===== src/rtl/obj_pkg.sv =====
// Shared constants, game-state encodings and the sprite-sheet address helper
// for the object renderer.
package obj_pkg;

  localparam int NUM_OBJ_DEF     = 4;
  localparam int OBJ_W_DEF       = 20;
  localparam int OBJ_H_DEF       = 20;
  localparam int SRC_Y0_DEF      = 80;
  localparam int SHEET_W_DEF     = 320;
  localparam int SHEET_DEPTH_DEF = 76800;
  localparam int BLINK_SHIFT_DEF = 4;

  localparam int COORD_W = 9;
  localparam int CMP_W   = 10;
  localparam int ADDR_W  = 17;
  localparam int ID_W    = 3;
  localparam int SPR_W   = 3;

  typedef enum logic [3:0] {
    TITLE    = 4'd0,
    READY    = 4'd1,
    PLAY     = 4'd2,
    PAUSE    = 4'd3,
    HIT      = 4'd4,
    LEVEL_UP = 4'd5,
    BOSS     = 4'd6,
    WIN      = 4'd7,
    FAIL     = 4'd8
  } game_state_e;

  // Offsets are zero-extended into 32 bits so the folded sum never overflows.
  function automatic logic [ADDR_W-1:0] sheet_addr(
    input logic [SPR_W-1:0] spr,
    input logic [CMP_W-1:0] dx,
    input logic [CMP_W-1:0] dy,
    input int               obj_w,
    input int               src_y0,
    input int               sheet_w,
    input int               sheet_depth
  );
    logic [31:0] sum_s;
    sum_s = 32'(spr) * 32'(obj_w) + 32'(dx)
          + (32'(src_y0) + 32'(dy)) * 32'(sheet_w);
    return ADDR_W'(sum_s % 32'(sheet_depth));
  endfunction

endpackage


===== src/rtl/obj_hit.sv =====
// Per-slot bounding-box test and sheet offset; first pipeline stage of the
// object renderer.
module obj_hit
  import obj_pkg::*;
#(
  parameter int OBJ_W = OBJ_W_DEF,
  parameter int OBJ_H = OBJ_H_DEF
) (
  input  logic               clk,
  input  logic               rst_n,
  input  logic               en_i,
  input  logic [COORD_W-1:0] obj_x_i,
  input  logic [COORD_W-1:0] obj_y_i,
  input  logic [COORD_W-1:0] x_i,
  input  logic [COORD_W-1:0] y_i,
  input  logic [SPR_W-1:0]   spr_i,
  output logic               hit_o,
  output logic [CMP_W-1:0]   dx_o,
  output logic [CMP_W-1:0]   dy_o,
  output logic [SPR_W-1:0]   spr_o
);

  logic             hit_d, hit_q;
  logic [CMP_W-1:0] dx_d, dx_q, dy_d, dy_q;
  logic [SPR_W-1:0] spr_d, spr_q;
  logic [CMP_W-1:0] x_s, y_s, ox_s, oy_s, x_end_s, y_end_s;

  // Widened to 10 bits so a box near the right/bottom edge clips instead of wrapping.
  always_comb begin
    x_s     = {1'b0, x_i};
    y_s     = {1'b0, y_i};
    ox_s    = {1'b0, obj_x_i};
    oy_s    = {1'b0, obj_y_i};
    x_end_s = ox_s + CMP_W'(OBJ_W);
    y_end_s = oy_s + CMP_W'(OBJ_H);
    hit_d   = en_i && (x_s >= ox_s) && (x_s < x_end_s)
                   && (y_s >= oy_s) && (y_s < y_end_s);
    if (hit_d) begin
      dx_d  = x_s - ox_s;
      dy_d  = y_s - oy_s;
      spr_d = spr_i;
    end else begin
      dx_d  = {CMP_W{1'b0}};
      dy_d  = {CMP_W{1'b0}};
      spr_d = {SPR_W{1'b0}};
    end
  end

  always_ff @(posedge clk or negedge rst_n) begin
    if (!rst_n) begin
      hit_q <= 1'b0;
      dx_q  <= {CMP_W{1'b0}};
      dy_q  <= {CMP_W{1'b0}};
      spr_q <= {SPR_W{1'b0}};
    end else begin
      hit_q <= hit_d;
      dx_q  <= dx_d;
      dy_q  <= dy_d;
      spr_q <= spr_d;
    end
  end

  assign hit_o = hit_q;
  assign dx_o  = dx_q;
  assign dy_o  = dy_q;
  assign spr_o = spr_q;

endmodule


===== src/rtl/obj_renderer.sv =====
// Sprite object overlay for a 640x480 scan drawn at 320x240; two-stage pipeline.
// Optional per-slot blinking is compiled in with OBJ_BLINK_EN.
module obj_renderer
  import obj_pkg::*;
#(
  parameter int NUM_OBJ     = NUM_OBJ_DEF,
  parameter int OBJ_W       = OBJ_W_DEF,
  parameter int OBJ_H       = OBJ_H_DEF,
  parameter int SRC_Y0      = SRC_Y0_DEF,
  parameter int SHEET_W     = SHEET_W_DEF,
  parameter int SHEET_DEPTH = SHEET_DEPTH_DEF
`ifdef OBJ_BLINK_EN
  ,
  parameter int BLINK_SHIFT = BLINK_SHIFT_DEF
`endif
) (
  input  logic                       clk,
  input  logic                       rst_n,
  input  logic                       frame_start,
  input  logic [9:0]                 h_cnt,
  input  logic [9:0]                 v_cnt,
  input  logic [NUM_OBJ-1:0]         obj_en,
  input  logic [NUM_OBJ*COORD_W-1:0] obj_x,
  input  logic [NUM_OBJ*COORD_W-1:0] obj_y,
  input  logic [NUM_OBJ*SPR_W-1:0]   obj_spr,
`ifdef OBJ_BLINK_EN
  input  logic [NUM_OBJ-1:0]         obj_blink,
`endif
  output logic [ADDR_W-1:0]          pixel_addr,
  output logic                       is_object,
  output logic [ID_W-1:0]            obj_id
);

  logic [NUM_OBJ-1:0]         shadow_en_d, shadow_en_q;
  logic [NUM_OBJ*COORD_W-1:0] shadow_x_d, shadow_x_q, shadow_y_d, shadow_y_q;
  logic [NUM_OBJ*SPR_W-1:0]   shadow_spr_d, shadow_spr_q;
  logic [NUM_OBJ-1:0]         vis_s;
  logic                       in_view_s;
  logic [COORD_W-1:0]         x_s, y_s;

  // Object attributes are sampled once per frame so the game logic may update freely.
  always_comb begin
    if (frame_start) begin
      shadow_en_d  = obj_en;
      shadow_x_d   = obj_x;
      shadow_y_d   = obj_y;
      shadow_spr_d = obj_spr;
    end else begin
      shadow_en_d  = shadow_en_q;
      shadow_x_d   = shadow_x_q;
      shadow_y_d   = shadow_y_q;
      shadow_spr_d = shadow_spr_q;
    end
  end

  always_ff @(posedge clk or negedge rst_n) begin
    if (!rst_n) begin
      shadow_en_q  <= {NUM_OBJ{1'b0}};
      shadow_x_q   <= {(NUM_OBJ*COORD_W){1'b0}};
      shadow_y_q   <= {(NUM_OBJ*COORD_W){1'b0}};
      shadow_spr_q <= {(NUM_OBJ*SPR_W){1'b0}};
    end else begin
      shadow_en_q  <= shadow_en_d;
      shadow_x_q   <= shadow_x_d;
      shadow_y_q   <= shadow_y_d;
      shadow_spr_q <= shadow_spr_d;
    end
  end

`ifdef OBJ_BLINK_EN
  logic [NUM_OBJ-1:0] shadow_blink_d, shadow_blink_q;
  logic [7:0]         frame_cnt_d, frame_cnt_q;

  always_comb begin
    if (frame_start) begin
      shadow_blink_d = obj_blink;
      frame_cnt_d    = frame_cnt_q + 8'd1;
    end else begin
      shadow_blink_d = shadow_blink_q;
      frame_cnt_d    = frame_cnt_q;
    end
    vis_s = shadow_en_q & ~(shadow_blink_q & {NUM_OBJ{frame_cnt_q[BLINK_SHIFT]}});
  end

  always_ff @(posedge clk or negedge rst_n) begin
    if (!rst_n) begin
      shadow_blink_q <= {NUM_OBJ{1'b0}};
      frame_cnt_q    <= 8'd0;
    end else begin
      shadow_blink_q <= shadow_blink_d;
      frame_cnt_q    <= frame_cnt_d;
    end
  end
`else
  always_comb begin
    vis_s = shadow_en_q;
  end
`endif

  always_comb begin
    in_view_s = (h_cnt < 10'd640) && (v_cnt < 10'd480);
    x_s       = h_cnt[9:1];
    y_s       = v_cnt[9:1];
  end

  logic [NUM_OBJ-1:0] hit_s;
  logic [CMP_W-1:0]   dx_s  [NUM_OBJ];
  logic [CMP_W-1:0]   dy_s  [NUM_OBJ];
  logic [SPR_W-1:0]   spr_s [NUM_OBJ];

  for (genvar g = 0; g < NUM_OBJ; g++) begin : g_slot
    obj_hit #(
      .OBJ_W (OBJ_W),
      .OBJ_H (OBJ_H)
    ) u_hit (
      .clk     (clk),
      .rst_n   (rst_n),
      .en_i    (vis_s[g] & in_view_s),
      .obj_x_i (shadow_x_q[g*COORD_W +: COORD_W]),
      .obj_y_i (shadow_y_q[g*COORD_W +: COORD_W]),
      .x_i     (x_s),
      .y_i     (y_s),
      .spr_i   (shadow_spr_q[g*SPR_W +: SPR_W]),
      .hit_o   (hit_s[g]),
      .dx_o    (dx_s[g]),
      .dy_o    (dy_s[g]),
      .spr_o   (spr_s[g])
    );
  end

  logic [ID_W-1:0]   sel_id_s;
  logic [CMP_W-1:0]  sel_dx_s, sel_dy_s;
  logic [SPR_W-1:0]  sel_spr_s;
  logic              is_object_d, is_object_q;
  logic [ID_W-1:0]   obj_id_d, obj_id_q;
  logic [ADDR_W-1:0] pixel_addr_d, pixel_addr_q;

  // Scanning from the top slot down lets the lowest hit index overwrite the rest.
  always_comb begin
    sel_id_s  = {ID_W{1'b0}};
    sel_dx_s  = {CMP_W{1'b0}};
    sel_dy_s  = {CMP_W{1'b0}};
    sel_spr_s = {SPR_W{1'b0}};
    for (int i = NUM_OBJ - 1; i >= 0; i--) begin
      sel_id_s  = hit_s[i] ? ID_W'(i) : sel_id_s;
      sel_dx_s  = hit_s[i] ? dx_s[i]  : sel_dx_s;
      sel_dy_s  = hit_s[i] ? dy_s[i]  : sel_dy_s;
      sel_spr_s = hit_s[i] ? spr_s[i] : sel_spr_s;
    end
    is_object_d = |hit_s;
    if (is_object_d) begin
      obj_id_d     = sel_id_s;
      pixel_addr_d = sheet_addr(sel_spr_s, sel_dx_s, sel_dy_s,
                                OBJ_W, SRC_Y0, SHEET_W, SHEET_DEPTH);
    end else begin
      obj_id_d     = {ID_W{1'b0}};
      pixel_addr_d = {ADDR_W{1'b0}};
    end
  end

  always_ff @(posedge clk or negedge rst_n) begin
    if (!rst_n) begin
      is_object_q  <= 1'b0;
      obj_id_q     <= {ID_W{1'b0}};
      pixel_addr_q <= {ADDR_W{1'b0}};
    end else begin
      is_object_q  <= is_object_d;
      obj_id_q     <= obj_id_d;
      pixel_addr_q <= pixel_addr_d;
    end
  end

  assign is_object  = is_object_q;
  assign obj_id     = obj_id_q;
  assign pixel_addr = pixel_addr_q;

endmodule

===== config.mk =====
export PLATFORM = sky130hd
export DESIGN_NAME = obj_renderer
export DESIGN_NICKNAME = d
export VERILOG_FILES = /design/src/rtl/obj_pkg.sv /design/src/rtl/obj_hit.sv /design/src/rtl/obj_renderer.sv
export SDC_FILE = /design/constraint.sdc
export NUM_CORES = 1
export LEC_CHECK = 0
export CAP_MARGIN = 20
export CORE_ASPECT_RATIO = 1.75
export CORE_UTILIZATION = 32
export CTS_BUF_LIST = sky130_fd_sc_hd__clkbuf_16
export CTS_CLUSTER_SIZE = 30
export DETAILED_ROUTE_END_ITERATION = 8
export GPL_ROUTABILITY_DRIVEN = 0
export GPL_TIMING_DRIVEN = 0
export PLACE_DENSITY_LB_ADDON = 0.15
export SLEW_MARGIN = 0
export SYNTH_ARGS = -nofsm -noshare
export SYNTH_HDL_FRONTEND = slang
export SYNTH_SLANG_ARGS = --single-unit

===== constraint.sdc =====
create_clock -name clk -period 21 [get_ports clk]
set_clock_uncertainty 0.2 [all_clocks]
set_input_delay 2.1 -clock clk [delete_from_list [all_inputs] [get_ports clk]]
set_output_delay 2.1 -clock clk [all_outputs]
set_load 0.005 [all_outputs]

=== Word level (Yosys, flattened, before mapping) ===
Cells that the tools add are included.

* $add $sub $neg: 19
* Multipliers: 2
* Divide/modulo/power cells: 1
* $lt $le $gt $ge: 18
* Mux-type cells: 30
* Bitwise operators: 4
* Reduce and logical (&&, ||, !) cells: 18

{| class="wikitable"
|+ Operators by type and width
! kind !! number
|-
| $mux W10 || 16
|-
| $add A9 B5 Y10 const B || 8
|-
| $lt A9 B10 Y1 || 8
|-
| $sub A9 B9 Y10 || 8
|-
| $ge A9 B9 Y1 || 8
|-
| $mod A32 B17 Y32 const B || 1
|-
| $mux W3 || 8
|-
| $add A11 B20 Y21 || 1
|-
| $logic_and A1 B1 Y1 || 17
|-
| $mux W17 || 1
|-
| $mul A11 B3 Y14 const B || 1
|-
| $add A7 B10 Y11 const A || 1
|-
| $add A8 B10 Y11 || 1
|-
| $lt A10 B10 Y1 const B || 1
|-
| $lt A10 B9 Y1 const B || 1
|-
| $mux W2 || 5
|-
| $mul A3 B3 Y6 const B || 1
|-
| $and A1 B1 Y1 || 4
|-
| $reduce_or A4 Y1 || 1
|}

* Bits in registers: 205
* Input port bits: 111
* Output and inout port bits: 21
* Word-level logic and storage cells: 115

=== Longest topological paths before layout ===
Gate-level depths: netlist of the first run.

* Depth in word-level cells: 9
* Mapped depth: 34
* Depth with buffers taken out: 30

=== Hierarchy ===
From an unflattened synthesis of the first run, not the netlist that was laid out.

* Cells, all modules: 1,676
* Area, all modules: 15,791.4 µm²

{| class="wikitable"
|+ Modules (own cells, without submodules)
! module !! instances !! cells each !! area each (µm²) !! seq. area each (µm²)
|-
| obj_hit || 4 || 227 || 2,059.5 || 600.6
|-
| obj_renderer || 1 || 768 || 7,553.5 || 2,702.6
|}

=== Worst setup path before layout of the first run ===
Ideal clock, no wire load.

* Path type: register -> register
* From: register g_slot[2].u_hit.hit_q
* To: register pixel_addr_q[12], in the netlist pixel_addr[12]
* Setup time: 134 ps
* Arrival time: 7,578 ps
* Data required time: 20,666 ps
* Path slack: 13,087 ps
* Stages on the path, launching flop included: 34
* Path buffers: 4
* Period minus slack after synthesis: 7,913 ps
* Path through: dfrtp_1 -> buf_2 -> nor2b_2 -> clkbuf_1 -> clkbuf_1 -> a22oi_1 -> nor2_1 -> a21oi_1 -> o21ai_0 -> ha_1 -> ha_1 -> ha_1 -> inv_1 -> fa_1 -> inv_1 -> ha_1 -> o21a_1 -> o31a_1 -> o21ai_2 -> nand2b_2 -> buf_6 -> or4_4 -> o31a_1 -> a2111oi_4 -> xnor2_1 -> a311oi_1 -> or2_1 -> o311a_2 -> a311oi_4 -> mux2i_1 -> o41a_1 -> nor4_2 -> o21ai_0 -> nor3b_2

* Longest elaborated chain between the ends: 8
* Elaborated cells on any way between the ends: 17
* Those cells by class: 3 x add/sub; 2 x mul; 1 x div; 10 x mux; 1 x reduce/logical

{| class="wikitable"
|+ RTL lines
! item !! RTL line !! source
|-
| start: declaration || obj_hit.sv:23 || <nowiki>logic hit_d, hit_q;</nowiki>
|-
| start signal: assignment || obj_hit.sv:56 || <nowiki>hit_q <= hit_d;</nowiki>
|-
| $mux W10 / $mux W3 (equally long branches) (3 in series) || obj_renderer.sv:147, obj_renderer.sv:148 ||
|-
| $add A7 B10 Y11 / $mul A3 B3 Y6 (equally long branches) || obj_pkg.sv:43, obj_pkg.sv:42 ||
|-
| $mul A11 B3 Y14 / $add A8 B10 Y11 (equally long branches) || obj_pkg.sv:43, obj_pkg.sv:42 ||
|-
| $add A11 B20 Y21 || obj_pkg.sv:43 || <nowiki>+ (32'(src_y0) + 32'(dy)) * 32'(sheet_w);</nowiki>
|-
| $mod A32 B17 Y32 || obj_pkg.sv:44 || <nowiki>return ADDR_W'(sum_s % 32'(sheet_depth));</nowiki>
|-
| $mux W17 * || obj_renderer.sv:151 || <nowiki>if (is_object_d) begin</nowiki>
|-
| net pixel_addr_d[12] || obj_renderer.sv:136 || <nowiki>logic [ADDR_W-1:0] pixel_addr_d, pixel_addr_q;</nowiki>
|-
| end signal: assignment || obj_renderer.sv:165 || <nowiki>pixel_addr_q <= {ADDR_W{1'b0}};</nowiki>
|-
| end signal: assignment || obj_renderer.sv:169 || <nowiki>pixel_addr_q <= pixel_addr_d;</nowiki>
|-
| end: declaration || obj_renderer.sv:136 ||
|}

Mark *: on every way through the listed nets, which the timed path passes. The rest lies on a longest branch.
A chain may end at the register's enable or synchronous reset.

=== Worst setup path in the final report of the first run ===
Ends and elaborated chain as after synthesis.

==> results.md, run 1 <==
• **result of the run** completed
• **Cells after DPL** 2,340
• **clk sink count** 204
• **Crit Path Max Fanout** 10
• **biggest cell delay along the critical path** 0.59 ns
• **average via count per standard cell** 5.13
• **met1 capacity usage during global routing** 0.198
• **Pwr per Cell Area** 65.8 mW/mm^2
• **count of routing violations after the opening detailed-route iteration** 518
• **minimum clock period** 9.84 ns
• **post-synthesis cell count** 1,635
• **core box area** 0.0454 mm^2
• **worst-path cell with the longest stage delay** sky130_fd_sc_hd__a311oi_4
• **net total in the final layout** 2,083
• **area share of the largest cell type after synthesis** 0.345
• **flip-flop and latch area** 0.00510 mm^2
• **sequential fraction of the synthesis area** 0.345
• **flop and latch count out of synthesis** 204
• **buffer type at the clock tree root** sky130_fd_sc_hd__clkbuf_16
• **setup repair after global routing missed its margin** false
• **global-route wire length before repair** 70,300 um
• **worst slack on hold paths** 0.288 ns
• **Detailed Route WL** 45,000 um
• **pin count of the biggest net entering global routing** 120
• **Hold Path Stages** 2
• **endpoint class of the critical path** flip-flop
• **start-to-end type of the worst setup path** reg -> reg
• **most frequent cell on the critical path** sky130_fd_sc_hd__ha_1
• **# hold bufs at CTS** 0
• **overall overflow remaining after global route** 0
• **number of ports placed on the die boundary** 132
• **number of gates resized after CTS** 0
• **n_diodes** 0
• **routed len/inst** 18.9 um
• **clock transition at the register clock pins on the worst setup and hold paths after CTS** 0.06 ns
• **count of warnings emitted by yosys** 0
• **biggest area consumer among synthesized cells** sky130_fd_sc_hd__dfrtp_1
• **width of the die** 164 um
• **Top FF cell, synth** sky130_fd_sc_hd__dfrtp_1
• **number of enable-type register cells in the synthesized netlist** 0
• **post-synth cell types** 88
• **Die Footprint** 0.0471 mm^2
• **part of the cycle the worst path needs** 0.469
• **Final Hold Vio Count** 0
• **Die H** 286 um
• **transition time at the pin with the least slew margin** 1.11 ns
• **CTS tree** done
• **half-perimeter wire length after placement** 35,800 um
• **residual antenna-violating net count after detailed routing** 0
• **worst reg2reg path depth** 33
• **effective utilization at floorplan** 0.326
• **cell row count** 103
• **post-route cell area** 0.0176 mm^2
• **number of clock buffers inserted by TritonCTS** 23
• **mapped cell area** 0.0148 mm^2
• **# fillers** 4,610
• **met3 routing resource usage after global routing** 0.0199
• **Total Neg Setup Slack** 0 ns
• **achievable frequency** 102 MHz
• **area added between synthesis and finish** 19.1%
• **number of buffers added for setup after CTS** 0
• **power after layout** 0.00116 W
• **layout cell share with drive strength beyond 1** 0.0521
• **number of port buffers** 127
• **area after detailed placement** 0.0168 mm^2
• **level count of the clock H-tree** 1
• **async set-reset flop share out of synthesis** 1.00
• **worst-case headroom to the max-slew limit** 0.259
• **required time of the worst setup path** 21.20 ns
• **Overall Global Routing Usage** 0.196
• **Peak supply drop** 0.0000504 V
• **setup-violating endpoint count in the final report** 0
• **GRT Max-Usage Layer** met2
• **Max Slew Vio Count** 0
• **initial antenna violation count** 1
• **vias in the first global route** 12,900
• **Pre-Repair DR Iteration Count** 5
• **max-capacitance violation count** 0
• **total number of vias** 12,200
• **path type of the worst min-delay path** reg -> reg
• **post-route insts no fill** 2,382
• **Worst setup SP type** flip-flop
• **DRC violations left** 0
• **static power due to leakage** 8.14 nW
• **met2 track demand over resource** 0.404
• **clock latency of the later-clocked register in the worst-skew pair** 0.54 ns
• **biggest area contributors in the synthesized netlist** sky130_fd_sc_hd__dfrtp_1, sky130_fd_sc_hd__ha_1, sky130_fd_sc_hd__xnor2_1
• **arrival time at the worst endpoint** 10.04 ns
• **maximum root-to-sink buffer count** 3
• **synthesized area per cell** 9.04 um^2
• **combined area of the multi-input logic cells** 0.00893 mm^2
• **post-synth net total** 1,930
[Yosys cell counts (all sizes together), types with 3 or more instances]
cell     instances
inv            138
and3             6
a211o            3
or3             10
buf             16
a311oi           4
o21a            10
nor3b            4
a31oi            9
ha             172
xor2            31
xnor2           94
and2            13
clkbuf          36
o21ai          150
o211a            3
or2              3
a221oi           4
o2111ai          5
mux2i            9
o211ai          10
nand3b           5
fa              12
nor2b           32
mux2            14
nand3           10
nor3            33
a211oi          16
nand4           26
o21bai          20
a22oi           24
o22ai            9
a2111oi          3
o221ai           4
dfrtp          204
nand2b          18
nor4             7
nand2          116
a21oi          114
a21o            62
nor2           143
o31ai            4
[metrics by stage]
step           utilization  setup WS [ns]
2_1_floorplan            -          13.09
3_3_place_gp         0.370           8.51
3_5_place_dp         0.371          11.21
4_1_cts              0.388          11.18
5_1_grt              0.388          10.51
6_report             0.388          11.16
[registers in the layout (all words and copies together) (netlist names), 12 cells and up]
name and flops:
g_slot.u_hit.spr_o 12, shadow_y_q 36, shadow_x_q 36, g_slot.u_hit.dy_o 40, shadow_spr_q 12, g_slot.u_hit.dx_o 40, pixel_addr 17
[cells in the final DEF, fill, tap and decap left out, types with 9 or more instances in the layout]
cell                                n
sky130_fd_sc_hd__mux2i_1            9
sky130_fd_sc_hd__o21bai_1          20
sky130_fd_sc_hd__ha_1             172
sky130_fd_sc_hd__nand3_1           10
sky130_fd_sc_hd__mux2_2            14
sky130_fd_sc_hd__a22oi_1           24
sky130_fd_sc_hd__nand2b_1          17
sky130_fd_sc_hd__a31oi_1            9
sky130_fd_sc_hd__a211oi_1          15
sky130_fd_sc_hd__clkdlybuf4s50_1  126
sky130_fd_sc_hd__or3_1             10
sky130_fd_sc_hd__o21a_1            10
sky130_fd_sc_hd__xnor2_1           94
sky130_fd_sc_hd__a21o_1            62
sky130_fd_sc_hd__dfrtp_1          204
sky130_fd_sc_hd__clkbuf_16         23
sky130_fd_sc_hd__o21ai_0          145
sky130_fd_sc_hd__and2_1            12
sky130_fd_sc_hd__nor2_1           142
sky130_fd_sc_hd__nand2_1          115
sky130_fd_sc_hd__fa_1              12
sky130_fd_sc_hd__nor2b_1           30
sky130_fd_sc_hd__nor3_1            32
sky130_fd_sc_hd__inv_1            141
sky130_fd_sc_hd__nand4_1           26
sky130_fd_sc_hd__clkbuf_1          36
sky130_fd_sc_hd__a21oi_1          112
sky130_fd_sc_hd__xor2_1            31
sky130_fd_sc_hd__o22ai_1            9
[layout make-up]
| cell class | count | share of cell area |
|---|---|---|
| Inverter | 138 | 0.0294 |
| Clock inverter | 19 | 0.0124 |
| Buffer | 52 | 0.0130 |
| Tap cell | 577 | 0.0410 |
| Timing Repair Buffer | 128 | 0.0741 |
| Sequential cell | 204 | 0.290 |
| Clock buffer | 23 | 0.0327 |
| Multi-Input combinational cell | 1241 | 0.507 |
[path summary, 6_finish.rpt]
check	from	endpoint	slack, ns
min in group asynchronous	rst_n	shadow_y_q[5]	1.36
min reg2reg	shadow_spr_q[0]	g_slot[0].u_hit.spr_o[0]	0.29
max in group asynchronous	rst_n	shadow_x_q[5]	18.11
min	shadow_spr_q[0]	g_slot[0].u_hit.spr_o[0]	0.29
max	g_slot[2].u_hit.hit_o	pixel_addr[12]	11.16
max reg2reg	g_slot[2].u_hit.hit_o	pixel_addr[12]	11.16
[metal layers]
metal	vias up	wire length, um
li1	6044	-
met1	5916	16600
met2	184	26000
met3	68	1140
met4	2	1310
met5	-	13
[worst max-delay path: cells and delay by family, from the launching register on]
kind	cells	cell delay (ns)
multiplexers	1	0.49
flip-flops	1	0.36
adder cells (fa/ha/maj)	5	1.39
AO/OA/AOI/OAI	14	3.82
buffers and inverters	6	1.35
AND/OR/NAND/NOR	7	2.09
[cell families after synthesis]
logic type / Yosys count / share of synthesized area
compound gates: 474 / 0.210
simple gates: 433 / 0.140
flops: 204 / 0.345
buf+inv: 190 / 0.0505
fa+ha+maj: 184 / 0.162
xor+xnor: 126 / 0.0756
mux: 23 / 0.0168
other cells: 1 / 0.000254
[report_power, final]
| part | leakage, nW | switching (W) | internal (W) |
|---|---|---|---|
| Sequential | 2.68 | 0.0000121 | 0.000411 |
| Clock | 0.383 | 0.000181 | 0.000252 |
| Combinational | 5.07 | 0.000171 | 0.000130 |
Note: power is estimated with default switching activity, not from simulation.
==> run 2: changes to the inputs <==
==> constraint.sdc (replaced) <==
create_clock -name clk -period 9.35 [get_ports clk]
set_clock_uncertainty 0.2 [all_clocks]
set_input_delay 0.935 -clock clk [delete_from_list [all_inputs] [get_ports clk]]
set_output_delay 0.935 -clock clk [all_outputs]
set_load 0.005 [all_outputs]
==> results.md, run 2 (same netlist as run 1, synthesis figures left out) <==
• **Max Slew Vio Count** 0, unchanged
• **minimum clock period** 8.78 ns, -1.05 ns
• **static power due to leakage** 8.17 nW, +0.34%
• **Worst setup SP type** flip-flop
• **vias in the first global route** 12,900, -0.015%
• **r2r setup slk** 0.57 ns, -10.60 ns
• **# hold bufs at CTS** 0, unchanged
• **pin count of the biggest net entering global routing** 120, unchanged
• **leading cell type in the layout, fill and taps excluded** sky130_fd_sc_hd__dfrtp_1
• **effective utilization at floorplan** 0.326, unchanged
• **most frequent cell on the critical path** sky130_fd_sc_hd__ha_1
• **layout cell share with drive strength beyond 1** 0.0604, +0.00828
• **Overall Global Routing Usage** 0.196, about the same
• **min setup slack post-route** 0.566 ns, -10.60 ns
• **clock latency of the later-clocked register in the worst-skew pair** 0.54 ns, about the same
• **combinational share of power** 0.262, +0.002
• **part of the cycle the worst path needs** 0.939, +0.471
• **CTS tree** done
• **beginning of the critical path** g_slot[2].u_hit.hit_o
• **residual antenna-violating net count after detailed routing** 0, unchanged
• **start-to-end type of the worst setup path** reg -> reg
• **maximum root-to-sink buffer count** 3, unchanged
• **clock network power share** 0.374, about the same
• **number of ports placed on the die boundary** 132, unchanged
• **Final Hold Vio Count** 0, unchanged
• **Met1 Wirelength** 16,600 um, +0.15%
• **arrival time at the worst endpoint** 8.98 ns, -1.06 ns
• **Detailed Route WL** 45,100 um, +0.28%
• **post-route cell area** 0.0177 mm^2, +0.54%
• **buffer type at the clock tree root** sky130_fd_sc_hd__clkbuf_16
• **n_diodes** 0, unchanged
• **worst-path cell with the longest stage delay** sky130_fd_sc_hd__or4_4
• **Peak supply drop** 0.000113 V, +120%
• **area added between synthesis and finish** 19.7%
• **number of clock buffers inserted by TritonCTS** 23, unchanged
• **initial antenna violation count** 1, unchanged
• **required time of the worst setup path** 9.55 ns, -11.65 ns
• **endpoint class of the critical path** flip-flop
• **core box area** 0.0454 mm^2, unchanged
• **Pre-Repair DR Iteration Count** 5, unchanged
• **width of the die** 164 um, unchanged
• **worst reg2reg path depth** 33, unchanged
• **result of the run** completed
• **setup-violating endpoint count in the final report** 0, unchanged
• **r2r startpoint** g_slot[2].u_hit.hit_o
• **net switching power** 0.000824 W, +130%
• **uppermost routed layer** met5
• **Die Footprint** 0.0471 mm^2, unchanged
• **net total in the final layout** 2,084, +0.048%
• **achievable frequency** 114 MHz, +12%
• **routed len/inst** 18.9 um, +0.24%
• **overall overflow remaining after global route** 0, unchanged
• **total number of vias** 12,200, -0.0082%
• **global-route wire length before repair** 70,300 um, about the same
• **clk sink count** 204, unchanged
• **DRC violations left** 0, unchanged
• **half-perimeter wire length after placement** 35,800 um, unchanged
• **met2 wirelength from detailed routing** 26,100 um, +0.50%
• **level count of the clock H-tree** 1, unchanged
• **Pwr per Cell Area** 147 mW/mm^2, +120%
• **Sw Share** 0.316, +0.00112
• **reg2reg end** pixel_addr[12]
• **biggest cell delay along the critical path** 0.58 ns, about the same
• **detailed route wirelength on metal3** 1170 um, +3.4%
• **leading cell types in the layout, fill and taps excluded** sky130_fd_sc_hd__dfrtp_1, sky130_fd_sc_hd__ha_1, sky130_fd_sc_hd__nor2_1, sky130_fd_sc_hd__o21ai_0, sky130_fd_sc_hd__inv_1
• **average via count per standard cell** 5.13, about the same
• **count of routing violations after the opening detailed-route iteration** 486, -6.2%
• **Setup crit end** pixel_addr[12]
• **Reg power frac** 0.364, -0.002
• **path type of the worst min-delay path** in -> async
• **max-capacitance violation count** 0, unchanged
• **cell row count** 103, unchanged
• **clock transition at the register clock pins on the worst setup and hold paths after CTS** 0.07 ns, about the same
• **worst-case headroom to the max-slew limit** 0.253, -0.00609
• **transition time at the pin with the least slew margin** 1.12 ns, +0.00913 ns
• **Int Power** 0.00178 W, +130%
• **Die H** 286 um, unchanged
• **final standard cell utilization of the core** 0.390, +0.00210
• **area after detailed placement** 0.0168 mm^2, unchanged
• **number of port buffers** 127, unchanged
• **Crit Path Max Fanout** 10, unchanged
• **DP Worst Slack** -0.439 ns, -11.65 ns
[run 2: cell types whose count changed in the layout (fill, tap and decap cells not counted), sizes merged]
cell	delta
clkbuf	+2
buf	-1
[run 2: layout make-up]
| type | count | area [um^2] |
|---|---|---|
| flip-flops and latches | 204 | 5100 |
| plain buffers | 52 | 236 |
| clock buffers | 23 | 576 |
| fillers | 4616 | 27700 |
| inverters | 138 | 518 |
| clock inverters | 19 | 219 |
| well taps | 577 | 722 |
| multi-input cells | 1241 | 9010 |
| repair buffers | 129 | 1310 |
[run 2: worst min-delay path by stage]
stage,end,cells past startpoint,slack (ns),startpoint
after floorplan,g_slot[0].u_hit.spr_o[0],2,0.26,shadow_spr_q[0]
after global placement,g_slot[0].u_hit.spr_o[0],2,0.27,shadow_spr_q[0]
after detailed placement,g_slot[2].u_hit.spr_o[1],2,0.28,shadow_spr_q[7]
after CTS,obj_id[0],1,0.22,rst_n
after global routing,shadow_y_q[5],1,0.25,rst_n
final,shadow_y_q[5],1,0.19,rst_n
[run 2: metrics by stage]
stage / total power (W) / hold slack, ns / TNS (ns) / instances
after CTS: 0.00264 / 0.221 / 0 / 2382
after global placement: 0.00164 / 0.271 / -395.97 / 2339
after detailed placement: 0.00165 / 0.278 / -1.64 / 2340
after global routing: 0.00276 / 0.252 / -0.00192 / 2383
final: 0.00261 / 0.192 / 0 / 2383
after floorplan: 0.00141 / 0.257 / 0 / 1635
[run 2: worst max-delay path: cells and delay by family, from the launching register on]
kind                     cells  cell delay [ns]
multiplexers                 1             0.44
adder cells (fa/ha/maj)      5             1.36
AND/OR/NAND/NOR              7             1.68
AO/OA/AOI/OAI               13             3.35
flip-flops                   1             0.36
buffers and inverters        6             1.02
XOR/XNOR                     1             0.25
[run 2: what timing repair did]
item | 4_1_cts | 5_1_grt
pin swaps | 0 | 1
gates resized for setup | 6 | 16
endpoints found under the setup margin | 7 | 7
buffers inserted | 0 | 1
hold endpoints to repair | 0 | 0
[run 2: power by group through the flow]
stage | Sequential, W | Combinational [W] | Clock (W)
after floorplan | 0.000959 | 0.000449 | 0
after global placement | 0.000968 | 0.000670 | 0
after detailed placement | 0.000967 | 0.000681 | 0
after CTS | 0.000951 | 0.000686 | 0.00100
after global routing | 0.000956 | 0.000768 | 0.00103
final | 0.000951 | 0.000683 | 0.000975
[run 2: routing by layer]
| layer | vias to the layer above | GRT usage |
|---|---|---|
| met4 | 2 | 0.0624 |
| met3 | 63 | 0.0199 |
| met1 | 5914 | 0.198 |
| met5 | - | 0 |
| met2 | 186 | 0.404 |
| li1 | 6048 | - |
==> run 3: changes to the inputs <==
--- a/config.mk
+++ b/config.mk
@@ -7,6 +7,7 @@
 export LEC_CHECK = 0
 export CAP_MARGIN = 20
 export CORE_ASPECT_RATIO = 1.75
+export CORE_MARGIN = 2
 export CORE_UTILIZATION = 32
 export CTS_BUF_LIST = sky130_fd_sc_hd__clkbuf_16
 export CTS_CLUSTER_SIZE = 30
@@ -18,3 +19,4 @@
 export SYNTH_ARGS = -nofsm -noshare
 export SYNTH_HDL_FRONTEND = slang
 export SYNTH_SLANG_ARGS = --single-unit
+export TNS_END_PERCENT = 20
==> results.md, run 3 (same netlist as run 1, synthesis figures left out) <==
• **result of the run** completed
• **Die Footprint** 0.0480 mm^2, +1.9%
• **pin count of the biggest net entering global routing** 103, -14%
• **static power due to leakage** 8.17 nW, about the same
• **Crit Path Max Fanout** 10, unchanged
• **average via count per standard cell** 5.11, -0.22%
• **layout cell share with drive strength beyond 1** 0.0605, +0.000134
• **routed len/inst** 18.9 um, about the same
• **setup-violating endpoint count in the final report** 0, unchanged
• **most frequent cell on the critical path** sky130_fd_sc_hd__ha_1
• **Max Slew Vio Count** 0, unchanged
• **leading cell type in the layout, fill and taps excluded** sky130_fd_sc_hd__dfrtp_1
• **global-route wire length before repair** 70,400 um, +0.20%
• **net total in the final layout** 2,084, unchanged
• **number of ports placed on the die boundary** 132, unchanged
• **r2r setup slk** 0.48 ns, -0.08 ns
• **Worst setup SP type** flip-flop
• **buffer type at the clock tree root** sky130_fd_sc_hd__clkbuf_16
• **Final Hold Vio Count** 0, unchanged
• **Total Neg Setup Slack** 0 ns, unchanged
• **Peak supply drop** 0.000103 V, -9.5%
• **achievable frequency** 113 MHz, -0.95%
• **clk sink count** 204, unchanged
• **number of port buffers** 127, unchanged
• **effective utilization at floorplan** 0.323, -0.00313
• **Overall Global Routing Usage** 0.188, -0.00863
• **reg2reg end** pixel_addr[12]
• **worst-path cell with the longest stage delay** sky130_fd_sc_hd__or4_4
• **part of the cycle the worst path needs** 0.949, +0.00904
• **number of clock buffers inserted by TritonCTS** 22, -4.3%
• **clock latency of the later-clocked register in the worst-skew pair** 0.53 ns, about the same
• **core box area** 0.0458 mm^2, +0.97%
• **Detailed Route WL** 45,200 um, about the same
• **arrival time at the worst endpoint** 9.05 ns, +0.07 ns
• **leading cell types in the layout, fill and taps excluded** sky130_fd_sc_hd__dfrtp_1, sky130_fd_sc_hd__ha_1, sky130_fd_sc_hd__nor2_1
• **DRC violations left** 0, unchanged
• **total number of vias** 12,200, -0.14%
• **initial antenna violation count** 0, -1
• **worst-case headroom to the max-slew limit** 0.394, +0.141
• **level count of the clock H-tree** 1, unchanged
• **clock transition at the register clock pins on the worst setup and hold paths after CTS** 0.07 ns, about the same
• **count of routing violations after the opening detailed-route iteration** 685, +41%
• **n_diodes** 0, unchanged
• **area added between synthesis and finish** 19.7%, about the same
• **Pwr per Cell Area** 143 mW/mm^2, -2.7%
• **minimum clock period** 8.87 ns, +0.0845 ns
• **half-perimeter wire length after placement** 36,800 um, +2.7%
• **required time of the worst setup path** 9.53 ns, -0.02 ns
• **vias in the first global route** 13,000, +0.91%
• **overall overflow remaining after global route** 0, unchanged
• **width of the die** 166 um, +1.2%
• **CTS tree** done
• **maximum root-to-sink buffer count** 3, unchanged
• **start-to-end type of the worst setup path** reg -> reg
• **cell row count** 104, +0.97%
• **path type of the worst min-delay path** in -> async
• **Pre-Repair DR Iteration Count** 5, unchanged
• **r2r startpoint** g_slot[2].u_hit.hit_o
• **biggest cell delay along the critical path** 0.58 ns, about the same
• **Die H** 288 um, +0.70%
• **worst reg2reg path depth** 33, unchanged
• **max-capacitance violation count** 0, unchanged
• **transition time at the pin with the least slew margin** 0.897 ns, -0.223 ns
• **power after layout** 0.00254 W, -2.7%
• **endpoint class of the critical path** flip-flop
• **residual antenna-violating net count after detailed routing** 0, unchanged
[run 3: cell count changes in the layout (fill, tap and decap cells not counted), sizes merged]
cell,change
inv,-5
clkbuf,-1
clkinv,+4
buf,+2
bufinv,-1
clkinvlp,-3
[run 3: area by class of cell]
cell class,count,area [um^2]
clock buffers,23,576
multi-input cells,1241,9030
well taps,583,729
clock inverters,14,144
repair buffers,131,1350
inverters,138,518
plain buffers,51,233
fillers,4709,28100
flip-flops and latches,204,5100
[run 3: worst max-delay path: cells and delay by family (launching register included)]
family | cells | cell delay, ns
compound gates | 14 | 3.36
fa+ha+maj | 5 | 1.36
buf+inv | 6 | 1.00
flops | 1 | 0.36
mux | 1 | 0.40
simple gates | 7 | 2.02
[run 3: per-stage QoR]
step                      worst slack (ns)  hold WS [ns]  instance area (um^2)  instances   util
after detailed placement            -0.507         0.280                 16900       2348  0.368
final                                0.481        0.0601                 17700       2385  0.386
after global routing               -0.0624        0.0697                 17700       2385  0.386
after floorplan                       1.44         0.257                 14800       1635      -
after global placement               -1.96         0.273                 16800       2345  0.366
after CTS                           0.0523        0.0526                 17600       2385  0.384
[run 3: worst max-delay path by stage]
stage	slack [ns]	cells after the start	startpoint	endpoint
final	0.48	33	g_slot[2].u_hit.hit_o	pixel_addr[12]
after global routing	-0.06	34	g_slot[2].u_hit.hit_o	pixel_addr[12]
after CTS	0.05	32	g_slot[2].u_hit.hit_o	pixel_addr[12]
after detailed placement	-0.51	33	g_slot[2].u_hit.hit_o	pixel_addr[12]
after global placement	-1.96	1	rst_n	shadow_x_q[18]
after floorplan	1.44	33	g_slot[2].u_hit.hit_o	pixel_addr[12]
[run 3: routing by layer]
layer | global-route usage | routed length [um] | vias up
met5 | 0 | 0 | -
met4 | 0.0709 | 1570 | 0
met3 | 0.0185 | 1100 | 62
met2 | 0.391 | 26000 | 195
met1 | 0.187 | 16500 | 5902
li1 | - | - | 6037
[run 3: power by group]
group / internal [W] / switching (W) / leakage, nW
logic: 0.000297 / 0.000390 / 5.13
registers: 0.000924 / 0.0000276 / 2.68
clock network: 0.000526 / 0.000375 / 0.357
total: 0.00175 / 0.000792 / 8.17
[run 3: what timing repair did]
action,4_1_cts,5_1_grt
resized for setup,8,20
setup endpoints to repair,7,7
pin swaps,0,1
hold buffers,0,0
setup buffers,0,1
